$ cat src/rtl/pico_alu_seq.sv
// rtl/pico_alu_seq.sv - fixed-point accumulator ALU with a sequential shift-add multiplier
module pico_alu_seq #(
    parameter int W    = 8,
    parameter int FRAC = 3,
    parameter int SAT  = 1
) (
    input  logic         Clock,
    input  logic         nReset,
    input  logic         Clear,
    input  logic         Start,
    input  logic [1:0]   Op,
    input  logic         SelSW,
    input  logic         SelImm,
    input  logic [W-1:0] Imm,
    input  logic [W-1:0] RegData,
    input  logic [W-1:0] SW,
    output logic         Busy,
    output logic         Done,
    output logic [W-1:0] ACC,
    output logic         Zero,
    output logic         Neg,
    output logic         Ovf
);
    localparam int XW = 2 * W + 1;
    localparam int CW = $clog2(W);
    localparam logic signed [XW-1:0] SMAX = XW'((1 << (W - 1)) - 1);
    localparam logic signed [XW-1:0] SMIN = ~SMAX;

    typedef enum logic [1:0] {IDLE, MULT, WRITE} state_t;
    state_t state_q, state_d;

    logic [W-1:0]          b_sel, acc_src, b_q, acc_q, mplier, wr_val;
    logic [1:0]            op_q;
    logic                  pend, armed, accept, wr_en, wr_ovf;
    logic [CW-1:0]         cnt;
    logic signed [2*W-1:0] prod, mcand, psh;
    logic signed [XW-1:0]  res;

    assign b_sel  = SelSW ? SW : (SelImm ? Imm : RegData);
    assign Busy   = (state_q != IDLE);
    assign accept = Start & ~Busy & ~Clear & armed;
    assign wr_en  = pend | (state_q == WRITE);
    // A request accepted while a PASS/ADD write is pending must see the value being written.
    assign acc_src = pend ? wr_val : ACC;
    assign Zero   = (ACC == '0);
    assign Neg    = ACC[W-1];

    always_comb begin
        psh = prod >>> FRAC;
        case (op_q)
            2'b00:   res = {{(W+1){b_q[W-1]}}, b_q};
            2'b01:   res = {{(W+1){acc_q[W-1]}}, acc_q} + {{(W+1){b_q[W-1]}}, b_q};
            2'b10:   res = {psh[2*W-1], psh};
            default: res = {{(W+1){acc_q[W-1]}}, acc_q} + {psh[2*W-1], psh};
        endcase
        wr_ovf = (res > SMAX) || (res < SMIN);
        if (SAT != 0 && wr_ovf)
            wr_val = res[XW-1] ? SMIN[W-1:0] : SMAX[W-1:0];
        else
            wr_val = res[W-1:0];
    end

    always_comb begin
        state_d = state_q;
        case (state_q)
            IDLE:    if (accept && Op[1]) state_d = MULT;
            MULT:    if (cnt == CW'(W - 1)) state_d = WRITE;
            default: state_d = IDLE;
        endcase
        if (Clear) state_d = IDLE;
    end

    always_ff @(posedge Clock or negedge nReset) begin
        if (!nReset) state_q <= IDLE;
        else         state_q <= state_d;
    end

    always_ff @(posedge Clock or negedge nReset) begin
        if (!nReset) begin
            ACC    <= '0;
            Ovf    <= 1'b0;
            Done   <= 1'b0;
            pend   <= 1'b0;
            armed  <= 1'b0;
            op_q   <= 2'b00;
            b_q    <= '0;
            acc_q  <= '0;
            prod   <= '0;
            mcand  <= '0;
            mplier <= '0;
            cnt    <= '0;
        end else begin
            armed <= 1'b1;
            Done  <= 1'b0;
            pend  <= 1'b0;
            if (Clear) begin
                ACC <= '0;
                Ovf <= 1'b0;
            end else begin
                if (wr_en) begin
                    ACC  <= wr_val;
                    Ovf  <= wr_ovf;
                    Done <= 1'b1;
                end
                if (accept) begin
                    op_q  <= Op;
                    b_q   <= b_sel;
                    acc_q <= acc_src;
                    pend  <= ~Op[1];
                    if (Op[1]) begin
                        mcand  <= Op[0] ? {{W{b_sel[W-1]}}, b_sel} : {{W{acc_src[W-1]}}, acc_src};
                        mplier <= Op[0] ? Imm : b_sel;
                        prod   <= '0;
                        cnt    <= '0;
                    end
                end else if (state_q == MULT) begin
                    // The multiplier MSB carries negative weight in two's complement.
                    if (mplier[0])
                        prod <= (cnt == CW'(W - 1)) ? prod - mcand : prod + mcand;
                    mcand  <= mcand <<< 1;
                    mplier <= mplier >> 1;
                    cnt    <= cnt + CW'(1);
                end
            end
        end
    end
endmodule

$ cat config.mk
export PLATFORM = sky130hd
export DESIGN_NAME = pico_alu_seq
export DESIGN_NICKNAME = d
export VERILOG_FILES = /design/src/rtl/pico_alu_seq.sv
export SDC_FILE = /design/constraint.sdc
export NUM_CORES = 1
export LEC_CHECK = 0
export CAP_MARGIN = 20
export CORE_UTILIZATION = 50
export CTS_BUF_LIST = sky130_fd_sc_hd__clkbuf_8
export CTS_CLUSTER_SIZE = 30
export DETAILED_ROUTE_END_ITERATION = 8
export PLACE_DENSITY = 0.7
export SETUP_SLACK_MARGIN = 0.4
export SYNTH_ARGS = -nofsm -noshare
export SYNTH_HDL_FRONTEND = slang
export SYNTH_SLANG_ARGS = --single-unit
$ cat constraint.sdc
create_clock -name Clock -period 6.1 [get_ports Clock]
set_input_delay 1.22 -clock Clock [delete_from_list [all_inputs] [get_ports Clock]]
set_output_delay 1.22 -clock Clock [all_outputs]
set_load 0.01 [all_outputs]
==> impl_metrics.json <==
{
  "synthFlopType": "dfrtp_1",
  "synth-edff-count": 0,
  "dieArea_um2": 12000,
  "wl_per_cell_um": 18.2,
  "cts_resized": 0,
  "critPathSlowestCell": "nor4b_1",
  "crit_type": "flop to flop",
  "met1_usage": 0.366,
  "areaGrowthSynthToFinish_pct": 12.3,
  "preCtsSetupSlack_ns": 1.87,
  "cts_sinks": 75,
  "async_reset_ff_frac": 1.00,
  "grt_pass1_vias": 5030,
  "synth.area.top_cells": "dfrtp_1 32%, ha_1 8.4%, o21ai_0 5.1%",
  "track_usage": 0.282,
  "htree_levels": 3,
  "status": "finished, final reports clean",
  "finalHoldViolCount": 0,
  "max_stage_delay_ns": 0.68,
  "cp_cell_sequence": "or4_1 -> nor4b_1 -> nor2_1 -> xnor2_1 -> ha_1 -> or3_1 -> o31ai_1 -> o2111ai_1 -> a21oi_1 -> xnor2_1 -> o211ai_1 -> o31ai_1",
  "worst_pin_slew_ns": 0.975,
  "core_um2": 11100,
  "cts_tree": "yes",
  "grt.overflow.total": 0,
  "r2r_slack_ns": 2.11,
  "drive_gt1_frac": 0.0746,
  "drv_cap": 0,
  "ios": 45,
  "yosysTopAreaCellShare": 0.324,
  "ir_worst_vdd_v": 0.000246,
  "clockRootBuffer": "clkbuf_8",
  "critPathMaxFanout": 6,
  "critPathCaptureType": "flop",
  "leakage_nw": 2.88,
  "path_clk_slew_ns": 0.09,
  "synth_seq_cells": 75,
  "dr.pass1.iters": 5,
  "critPathBufInv": 0,
  "gp_congestion": 0.908,
  "maxSlewHeadroom": 0.348,
  "final_common_cell": "dfrtp_1",
  "initial_core_util": 0.523,
  "drc": 0,
  "antenna_left": 0,
  "layout_min_cycle_time_ns": 3.99,
  "drt-initial-drc-count": 366,
  "antenna_found_initial": 0,
  "place.detailed.hpwl_mm": 11.8,
  "num_vias": 5215,
  "rsz0062_at_grt": "no",
  "ys_types": 72,
  "p_per_area_nw_per_um2": 376,
  "grtUsageMet2": 0.472,
  "crit_path_start_kind": "flop",
  "io_buffers": 44,
  "cts_made_buffers": 9,
  "totalNegativeSetupSlack_ns": 0,
  "most-common-layout-cells": "75 x dfrtp_1, 67 x nand2_1, 62 x nor2_1",
  "min_path_type": "flop to flop",
  "grt_busiest_layer": "met2",
  "grt_pass1_wl_mm": 25.6,
  "die_x_um": 110,
  "grt_use_met3": 0.0528,
  "finalSetupViolations": 0,
  "post_cts_buffers": 0,
  "fillerInstances": 1015,
  "setup_slack_ns": 2.11,
  "hold-worst-slack_ns": 0.496,
  "period_share": 0.655,
  "worstPathRequired_ns": 6.31,
  "grt_max_degree": 76,
  "fmax_mhz": 250,
  "diodes": 0,
  "skew_ns": 0.0154,
  "avgViaCountPerCell": 6.14,
  "cts_buffer_depth": 2,
  "syn_area_per_cell_um2": 8.53,
  "postCtsHoldBufs": 0,
  "nNetsFinal": 779,
  "synth.yosys.warnings": 0,
  "synth.largest_area_cell": "dfrtp_1",
  "syn_inst": 679,
  "rows": 38,
  "drv_slew": 0,
  "die_y_um": 110,
  "crit_family": "simple AND/OR/NAND/NOR gates",
  "wirelength_mm": 15.5,
  "synth_nets": 753,
  "cp.arrival_ns": 4.20,
  "clock_latency_ns": 0.36,
  "synth_seq_area_share": 0.324,
  "syn-cell-area_um2": 5790
}
[state kept, by name, summed over array words and instances, names as in the netlist]
signal,count
mcand,16
prod,16
ACC,8
acc_q,8
b_q,8
mplier,8
cnt,3
op_q,2
state_q,2
Done,1
Ovf,1
armed,1
pend,1
[cells by family after synthesis]
kind of cell	share of synthesized area
AO/OA/AOI/OAI	0.246
XOR/XNOR	0.0544
adder cells (fa/ha/maj)	0.0946
buffers and inverters	0.0393
flip-flops	0.324
multiplexers	0.0553
other	0.000647
AND/OR/NAND/NOR	0.185
[through the flow]
| step | cells | utilization | instance area (um2) | total power [W] |
|---|---|---|---|---|
| global placement | 834 | 0.568 | 6300 | 0.00198 |
| floorplan | 679 | - | 5790 | 0.00171 |
| finish | 850 | 0.587 | 6500 | 0.00245 |
| CTS | 850 | 0.587 | 6500 | 0.00244 |
| detailed placement | 834 | 0.568 | 6300 | 0.00203 |
| global route | 850 | 0.587 | 6500 | 0.00264 |
[cell usage after synthesis (4+ instances only)]
master,n
or4_1,4
o21ai_0,59
clkbuf_1,24
mux2i_1,11
mux4_2,7
o22ai_1,7
ha_1,39
a21oi_2,7
xnor2_1,26
nand2b_1,8
and2_1,5
nand4_1,4
a21oi_1,58
o31ai_1,5
o211ai_1,9
or3_1,4
o21a_1,7
inv_1,26
nor2_1,62
xor2_1,10
nor2b_1,13
a211oi_1,8
nand3_1,24
dfrtp_1,75
nor3_1,16
a21o_1,15
buf_2,5
o221ai_1,4
nand2_1,67
a31oi_1,9
[area by class of cell]
cell class / instances / area, um2 / share of cell area
clock buffers: 9 / 124 / 0.0190
inverters: 27 / 101 / 0.0156
well taps: 140 / 175 / 0.0269
clock inverters: 7 / 85.1 / 0.0131
multi-input cells: 546 / 3690 / 0.567
repair buffers: 46 / 453 / 0.0696
flip-flops and latches: 75 / 1880 / 0.289
[worst register-to-register path, stage by stage, from the launching register on]
cell and delay [ns]:
dfrtp_1 0.45, or4_1 0.60, nor4b_1 0.68, nor2_1 0.11
xnor2_1 0.17, ha_1 0.23, or3_1 0.36, o31ai_1 0.48
o2111ai_1 0.20, a21oi_1 0.20, xnor2_1 0.10, o211ai_1 0.17
o31ai_1 0.10
[final timing paths]
path / from / endpoint / cells past startpoint
max in group asynchronous: nReset / mcand[0] / 1
min in group asynchronous: nReset / b_q[4] / 1
setup reg to reg: mcand[4] / prod[15] / 12
setup / recovery: mcand[4] / prod[15] / 12
hold / removal: mplier[1] / mplier[1] / 2
hold reg to reg: mplier[1] / mplier[1] / 2
[metal layers]
metal	part of all wire	vias up	routed length, um
li1	-	2519	-
met1	0.45	2533	6910
met2	0.48	134	7440
met3	0.051	29	797
met4	0.022	0	335
met5	0	-	0
[report_power, final]
| group | switching [W] | internal [W] | total [W] |
|---|---|---|---|
| clock | 0.000209 | 0.000196 | 0.000405 |
| combinational | 0.000693 | 0.000551 | 0.00124 |
| sequential | 0.000180 | 0.000617 | 0.000797 |
| total | 0.00108 | 0.00136 | 0.00245 |
No activity file was read; power rests on OpenSTA's default activity.
